===== config.mk =====
export PLATFORM = sky130hd
export DESIGN_NAME = instr_sequencer
export DESIGN_NICKNAME = d
export VERILOG_FILES = /design/src/rtl/instr_sequencer.sv
export SDC_FILE = /design/constraint.sdc
export NUM_CORES = 1
export LEC_CHECK = 0
export BUFFER_PORTS_ARGS = -buffer_cell sky130_fd_sc_hd__clkbuf_2
export CAP_MARGIN = 10
export CORE_UTILIZATION = 30
export CTS_BUF_LIST = sky130_fd_sc_hd__clkbuf_16
export DETAILED_ROUTE_END_ITERATION = 16
export SETUP_SLACK_MARGIN = 0.2
export SLEW_MARGIN = 5
export SYNTH_ARGS = -nofsm -noshare
export SYNTH_HDL_FRONTEND = slang
export SYNTH_SLANG_ARGS = --single-unit

===== constraint.sdc =====
create_clock -name clock -period 4 [get_ports clock]
set_input_delay 0.2 -clock clock [delete_from_list [all_inputs] [get_ports clock]]
set_output_delay 0.2 -clock clock [all_outputs]
set_load 0.05 [all_outputs]

===== src/rtl/instr_sequencer.sv =====
// Program-memory instruction sequencer: issues CALL/RET strobes to a downstream
// opcode stack while tracking its call depth, with free-run and single-step modes.
module instr_sequencer #(
   parameter int DEPTH      = 8,
   parameter int PROG_WORDS = 16
) (
   input  logic        clock,
   input  logic        reset,
   input  logic        load_en,
   input  logic [3:0]  load_addr,
   input  logic [13:0] load_word,
   input  logic        start,
   input  logic        step_mode,
   input  logic        step,
   output logic [3:0]  opcode,
   output logic [7:0]  data,
   output logic        CALLproc,
   output logic        RET,
   output logic        busy,
   output logic        done,
   output logic [1:0]  fault,
   output logic [3:0]  pc
);

   localparam logic [1:0] S_IDLE  = 2'd0;
   localparam logic [1:0] S_RUN   = 2'd1;
   localparam logic [1:0] S_DONE  = 2'd2;
   localparam logic [1:0] S_FAULT = 2'd3;

   localparam logic [1:0] K_NOP  = 2'b00;
   localparam logic [1:0] K_CALL = 2'b01;
   localparam logic [1:0] K_RET  = 2'b10;
   localparam logic [1:0] K_HALT = 2'b11;

   localparam int             DW        = $clog2(DEPTH + 1);
   localparam logic [DW-1:0]  DEPTH_MAX = DW'(DEPTH);
   localparam logic [DW-1:0]  DEPTH_ONE = DW'(1);

   logic [13:0]   mem [PROG_WORDS];
   logic [1:0]    state;
   logic [DW-1:0] depth;
   logic [13:0]   word;
   logic          advance;

   assign word    = mem[pc];
   assign advance = (state == S_RUN) && (!step_mode || step);
   assign busy    = (state == S_RUN);
   assign done    = (state == S_DONE);

   // Program memory has no reset so a program survives a reset and can be rerun.
   always_ff @(posedge clock) begin
      if (!reset && state == S_IDLE && load_en)
         mem[load_addr] <= load_word;
   end

   always_ff @(posedge clock) begin
      if (reset) begin
         state    <= S_IDLE;
         pc       <= 4'd0;
         depth    <= '0;
         opcode   <= 4'd0;
         data     <= 8'd0;
         CALLproc <= 1'b0;
         RET      <= 1'b0;
         fault    <= 2'b00;
      end else begin
         // Outputs are single-cycle: cleared unless this edge issues something.
         opcode   <= 4'd0;
         data     <= 8'd0;
         CALLproc <= 1'b0;
         RET      <= 1'b0;
         case (state)
            S_IDLE: begin
               if (start) begin
                  state <= S_RUN;
                  pc    <= 4'd0;
                  depth <= '0;
               end
            end
            S_RUN: begin
               if (advance) begin
                  case (word[13:12])
                     K_NOP: begin
                        data <= word[7:0];
                        pc   <= pc + 4'd1;
                     end
                     K_CALL: begin
                        if (depth < DEPTH_MAX) begin
                           CALLproc <= 1'b1;
                           opcode   <= word[11:8];
                           data     <= word[7:0];
                           depth    <= depth + DEPTH_ONE;
                           pc       <= pc + 4'd1;
                        end else begin
                           state <= S_FAULT;
                           fault <= 2'b01;
                        end
                     end
                     K_RET: begin
                        if (depth != '0) begin
                           RET   <= 1'b1;
                           data  <= word[7:0];
                           depth <= depth - DEPTH_ONE;
                           pc    <= pc + 4'd1;
                        end else begin
                           state <= S_FAULT;
                           fault <= 2'b10;
                        end
                     end
                     default: begin
                        state <= S_DONE;
                        data  <= word[7:0];
                        pc    <= pc + 4'd1;
                     end
                  endcase
               end
            end
            S_DONE: begin
               if (start) begin
                  state <= S_RUN;
                  pc    <= 4'd0;
                  depth <= '0;
               end
            end
            default: begin
               state <= S_FAULT;
            end
         endcase
      end
   end

endmodule


==> run_results.csv, run 1 <==
group,metric,value,unit
route,antenna_violating_nets_post_route,0,
placed_design,globalplace.congestion,0.747,
clock_tree,clock_sinks,254,
placed_design,place_inst,956,
timing,finalHoldViolCount,0,
power,peakVddDrop,0.311,mV
route,route.vias.total,4707,
final_layout,n_fill_cell,2915,
grt,grtUsageTotal,12.3,%
critical_path,crit_type,"flop to flop",
timing,clock.fmax,0.290,GHz
grt,grt_pass1_vias,5053,
logic_synthesis,yosys-top-cells-area,"edfxtp_1, mux4_2, dfxtp_1",
logic_synthesis,synth.ff_latch_count,254,
critical_path,max_stage_delay,0.60,ns
power,p_per_area,463,mW/mm^2
placed_design,hpwl,12.0,mm
final_layout,finalNonFillerCells,1008,
power,p_sw,0.00110,W
timing,period_minus_slack,3.44,ns
logic_synthesis,syn_inst,472,
final_layout,fin_nets,584,
critical_path,r2r_slack,0.56,ns
placed_design,place_ws,0.298,ns
logic_synthesis,yosysUniqueCellTypes,48,
logic_synthesis,synth_compound_area_share,2.15,%
final_layout,layout-drive-gt1-share,31.8,%
floorplanning,die_h,182,um
critical_path,end_kind,"flop",
logic_synthesis,seq_area_frac_synth,75.0,%
timing,period_share,86.1,%
floorplanning,num_rows,65,
critical_path,cp.arrival,3.90,ns
floorplanning,start_util,30.7,%
timing,rsz0062_at_grt,"false",
route,drt-total-wl,20.3,mm
timing,slew-limit-headroom,62.0,%
logic_synthesis,synthAdderAreaFrac,0.974,%
timing,fin_skew,0.0126,ns
floorplanning,die_w,182,um
logic_synthesis,yosysWarnings,0,
power,switching_share,20.8,%
min_path,whs_path_depth,4,
final_layout,antennaDiodeCount,0,
critical_path,cp_num_buf_inv,1,
critical_path,rr_endpoint,"depth[3]$_SDFFE_PP0P_",
route,dr.pass1.iters,4,
route,avgViaCountPerCell,4.67,
logic_synthesis,avgSynthCellArea,20.7,sq um
power,power.internal,0.00419,W
floorplanning,ios,46,
critical_path,crit_fanout,20,
clock_tree,cts_buffer_depth,3,
min_path,hp-start,"step_mode",
power,combPwrFrac,3.1,%
clock_tree,cts_tree,"yes",
timing,setup_violations,0,
power,p_leak,3.66,nW
logic_synthesis,synth_simple_gate_area_share,3.70,%
logic_synthesis,synth_top_area_share,68.9,%
critical_path,path_cells,"mux4_2, mux4_2, inv_1, ha_1, ha_1, a21o_1, a21oi_1, xnor2_1, nand4_1, a21oi_1",
min_path,min_to,"state[1]$_SDFFE_PP0P_",
power,p_total,0.00529,W
logic_synthesis,synthMuxAreaShare,16.3,%
floorplanning,die_area,0.0333,sq mm
logic_synthesis,syn-num-nets,503,
run_status,run_status,"complete, no violations",
floorplanning,core_area,0.0318,sq mm
clock_tree,clk_latency,0.53,ns
logic_synthesis,syn-cell-area,0.00976,sq mm
flow_run,drv_cap,0,
critical_path,cp_top_family,"multiplexers",
timing,layout_setup_ws,0.557,ns
final_layout,syn_to_final_growth,17.2,%
logic_synthesis,synthTopCellsByCount,"edfxtp_1, mux4_2, dfxtp_1, mux2i_1, nor2_1",
power,pwr-share-clk,41.9,%
logic_synthesis,yosys.area.top_type,"edfxtp_1",
grt,antenna_found_initial,0,
logic_synthesis,synthArstFlopShare,0,%
route,route.detailed.drc,0,
logic_synthesis,yosysMostFrequentCell,"edfxtp_1",
clock_tree,root_buffer,"clkbuf_16",
logic_synthesis,synth-main-ff-cell,"edfxtp_1",
critical_path,crit_path_start_kind,"flop",
route,wl_per_cell,20.1,um
timing,worstMarginPinSlew,0.563,ns
logic_synthesis,synth_edf_count,224,
placed_design,portBuffers,45,
timing,fin_tns_setup,0,ns
min_path,holdCritPathClass,"primary input to flop",
grt,grt.overflow.total,0,
route,drtIter0Drc,338,
grt,grt_pass1_wl,30.5,mm
power,power_frac_seq,55.0,%
critical_path,slowest_stage,"dfxtp_4",
clock_tree,cts_buffers,27,
clock_tree,clk_pin_slew,0.06,ns
grt,grt_max_degree,25,
clock_tree,h-tree-depth,1,
timing,slew_viol_final,0,
logic_synthesis,synth-xor-area-share,0.448,%
logic_synthesis,synth_top_family_by_area,"multiplexers",
critical_path,worstPathRequired,4.46,ns
critical_path,reg2reg_depth,10,
-- cells by family after synthesis --
group,after synthesis
AOI/OAI and AO/OA,27
xor gates and xnor gates,5
adders and majority gates,7
buffers and inverters,24
DFF,254
muxes,86
and+or+nand+nor,69
-- worst register-to-register path, stage by stage (launching register included) --
cell	delay, ns
dfxtp_4	0.60
mux4_2	0.57
mux4_2	0.50
inv_1	0.10
ha_1	0.41
ha_1	0.33
a21o_1	0.19
a21oi_1	0.19
xnor2_1	0.17
nand4_1	0.15
a21oi_1	0.18
-- state kept, by name, summed over array words and instances (netlist names), named ones only --
signal,cells
depth,4
pc,4
data,8
state,2
CALLproc,1
mem,224
fault,2
opcode,4
RET,1
-- through the flow --
stage               util, %  cell area (sq um)  hold WS, ns
floorplan                 -               9760        0.272
global placement       33.4              10600        0.496
detailed placement     33.4              10600        0.493
CTS                    35.9              11400       0.0268
global route           36.0              11400       0.0712
finish                 36.0              11400       0.0398
-- final cells by class --
cell class	instances	area (sq um)	share of cell area, %
timing repair buffer	70	415	3.63
sequential	254	7330	64.1
clock buffer	27	676	5.90
multi-input combinational	194	2330	20.3
tap	435	544	4.76
clock inverter	22	125	1.09
inverter	6	22.5	0.197
-- how the worst max path moves through the flow --
| stage | to | slack (ns) | cells past startpoint |
|---|---|---|---|
| 5_1_grt | data[7]$_SDFF_PP0_ | 0.38 | 8 |
| 6_report | depth[3]$_SDFFE_PP0P_ | 0.56 | 10 |
| 3_5_place_dp | data[7]$_SDFF_PP0_ | 0.30 | 8 |
| 3_3_place_gp | data[7]$_SDFF_PP0_ | 0.38 | 8 |
| 2_1_floorplan | flop | 0.95 | 9 |
| 4_1_cts | data[7]$_SDFF_PP0_ | 0.28 | 8 |
-- power by group through the flow --
stage                     clock network, W  registers (W)  logic [W]
after floorplan                          0        0.00297  0.0000914
after global placement                   0        0.00297   0.000156
after detailed placement                 0        0.00297   0.000164
after CTS                          0.00227        0.00291   0.000165
after global routing               0.00235        0.00292   0.000179
final                              0.00222        0.00291   0.000164
-- placed cells by master (no fill, tap or decap), drive strengths merged, types with 3 or more instances in the layout --
| cell type | count |
|---|---|
| nor2 | 26 |
| mux2i | 26 |
| clkinv | 9 |
| nand3 | 4 |
| dfxtp | 30 |
| nor3 | 9 |
| ha | 6 |
| buf | 24 |
| nand2 | 9 |
| xor2 | 4 |
| edfxtp | 224 |
| inv | 16 |
| clkbuf | 72 |
| nand2b | 6 |
| a21oi | 3 |
| and2 | 3 |
| o22ai | 12 |
| nor2b | 3 |
| clkinvlp | 3 |
| mux4 | 58 |
-- timing repair --
item                       in CTS  in global routing
buffers inserted                0                  2
gates resized for setup         0                  1
hold buffers                    1                  0
setup endpoints to repair       0                  6
hold endpoints to repair        1                  0
-- metal layers --
layer	vias up	wire, um	global-route usage (%)
met1	2441	7760	14.7
met4	0	378	3.43
met3	32	1560	2.41
met5	-	0	0
met2	143	10600	22.5
li1	2091	-	-
Note: power is estimated with default switching activity, not from simulation.
==> inputs of run 2 (changes only) <==
--- a/config.mk
+++ b/config.mk
@@ -8,7 +8,7 @@
 export BUFFER_PORTS_ARGS = -buffer_cell sky130_fd_sc_hd__clkbuf_2
 export CAP_MARGIN = 10
 export CORE_UTILIZATION = 30
-export CTS_BUF_LIST = sky130_fd_sc_hd__clkbuf_16
+export CTS_BUF_LIST = sky130_fd_sc_hd__clkbuf_8
 export DETAILED_ROUTE_END_ITERATION = 16
 export SETUP_SLACK_MARGIN = 0.2
 export SLEW_MARGIN = 5
==> run_results.csv, run 2 (same netlist as run 1, synthesis figures left out) <==
group,metric,value,unit
clock_tree,cts_buffer_depth,3,
timing,slew-limit-headroom,62.3,%
clock_tree,root_buffer,"clkbuf_8",
floorplanning,core_area,0.0318,sq mm
final_layout,antennaDiodeCount,0,
final_layout,reg.largest.list,"mem x224, data x8",
floorplanning,start_util,30.7,%
route,antenna_violating_nets_post_route,0,
grt,antenna_found_initial,0,
route,route.detailed.drc,0,
critical_path,crit_fanout,20,
route,wl_per_cell,19.7,um
critical_path,max_stage_delay,0.60,ns
clock_tree,clk_pin_slew,0.05,ns
critical_path,path_cells,"mux4_2, mux4_2, inv_1, ha_1, ha_1, a21o_1, a21oi_1, xnor2_1, nand4_1, a21oi_1",
flow_run,drv_cap,0,
grt,grt_max_degree,25,
route,route.vias.total,4826,
timing,setup_violations,0,
critical_path,crit_path_start_kind,"flop",
floorplanning,ios,46,
floorplanning,die_w,182,um
placed_design,placed_cell_area,0.0106,sq mm
run_status,run_status,"complete, no violations",
final_layout,fin_nets,599,
route,dr.pass1.iters,4,
final_layout,final_util,36.1,%
critical_path,worstPathRequired,4.45,ns
timing,period_minus_slack,3.44,ns
final_layout,final_common_cell,"edfxtp_1",
floorplanning,die_h,182,um
critical_path,crit_type,"flop to flop",
timing,clock.fmax,0.291,GHz
power,p_per_area,464,mW/mm^2
critical_path,cp.arrival,3.89,ns
placed_design,globalplace.congestion,0.747,
power,peakVddDrop,0.193,mV
floorplanning,die_area,0.0333,sq mm
route,drtIter0Drc,348,
grt,grt.overflow.total,0,
timing,slew_viol_final,0,
final_layout,layout-drive-gt1-share,33.4,%
final_layout,design_area,0.0115,sq mm
timing,finalHoldViolCount,0,
critical_path,end_kind,"flop",
grt,grt_pass1_vias,5156,
grt,grtUsageTotal,12.6,%
timing,fin_skew,0.0234,ns
clock_tree,cts_buffers,42,
timing,worstMarginPinSlew,0.558,ns
final_layout,regMostFlops,"mem",
route,avgViaCountPerCell,4.66,
critical_path,slowest_stage,"dfxtp_4",
placed_design,hpwl,12.0,mm
placed_design,portBuffers,45,
grt,grt_pass1_wl,30.8,mm
timing,worst_hold_slack,0.0440,ns
timing,fin_tns_setup,0,ns
timing,rsz0062_at_grt,"false",
route,drt-total-wl,20.4,mm
clock_tree,clock_sinks,254,
final_layout,largest_register_ffs,224,
clock_tree,cts_tree,"yes",
clock_tree,h-tree-depth,2,
timing,period_share,86.0,%
min_path,holdCritPathClass,"primary input to flop",
clock_tree,clk_latency,0.53,ns
final_layout,syn_to_final_growth,17.7,%
final_layout,final_cell_mix,"edfxtp_1, mux4_2, clkbuf_8",
floorplanning,num_rows,65,
power,p_leak,3.72,nW
run 2: metrics by stage:
stage	worst slack (ns)	cells	power, W
2_1_floorplan	0.947	472	0.00307
3_3_place_gp	0.385	956	0.00313
3_5_place_dp	0.298	956	0.00313
4_1_cts	0.313	1034	0.00539
5_1_grt	0.395	1036	0.00552
6_report	0.560	1036	0.00533
run 2: power breakdown:
group / internal, W / total (W) / switching, W
sequential: 0.00290 / 0.00291 / 0.0000135
clock: 0.00127 / 0.00225 / 0.000979
combinational: 0.0000599 / 0.000164 / 0.000104
total: 0.00423 / 0.00533 / 0.00110
run 2: timing repair:
| action | CTS | global route |
|---|---|---|
| setup buffers | 0 | 2 |
| hold endpoints to repair | 1 | 0 |
| hold buffers | 1 | 0 |
| gates resized for setup | 0 | 1 |
| endpoints found under the setup margin | 0 | 5 |
run 2: cell type report:
class / count / area (sq um)
fill: 2914 / 20300
sequential: 254 / 7330
multi-input combinational: 194 / 2330
clock buffer: 47 / 647
tap: 435 / 544
timing repair buffer: 70 / 415
clock inverter: 30 / 204
inverter: 6 / 22.5
run 2: worst paths after layout:
kind                                            start                     to  slack (ns)  depth (start not counted)
worst min-delay path                        step_mode  state[1]$_SDFFE_PP0P_        0.04                          4
worst min register to register  fault[1]$_SDFFE_PP0P_  fault[1]$_SDFFE_PP0P_        0.55                          2
worst max register to register                   flop  depth[3]$_SDFFE_PP0P_        0.56                         10
worst max-delay path                             flop  depth[3]$_SDFFE_PP0P_        0.56                         10
run 2: worst max-delay path, delay by kind of cell, from the launching register on:
family,cells,cell delay [ns]
muxes,2,1.06
xor gates and xnor gates,1,0.17
buffers and inverters,1,0.10
DFF,1,0.60
adders and majority gates,2,0.74
and+or+nand+nor,1,0.15
AOI/OAI and AO/OA,3,0.56
run 2: routing by layer:
| metal | GRT usage (%) | vias up | wire length (um) |
|---|---|---|---|
| li1 | - | 2138 | - |
| met3 | 2.83 | 47 | 1240 |
| met5 | 0 | - | 0 |
| met1 | 14.7 | 2508 | 8040 |
| met2 | 22.5 | 133 | 10600 |
| met4 | 4.74 | 0 | 485 |
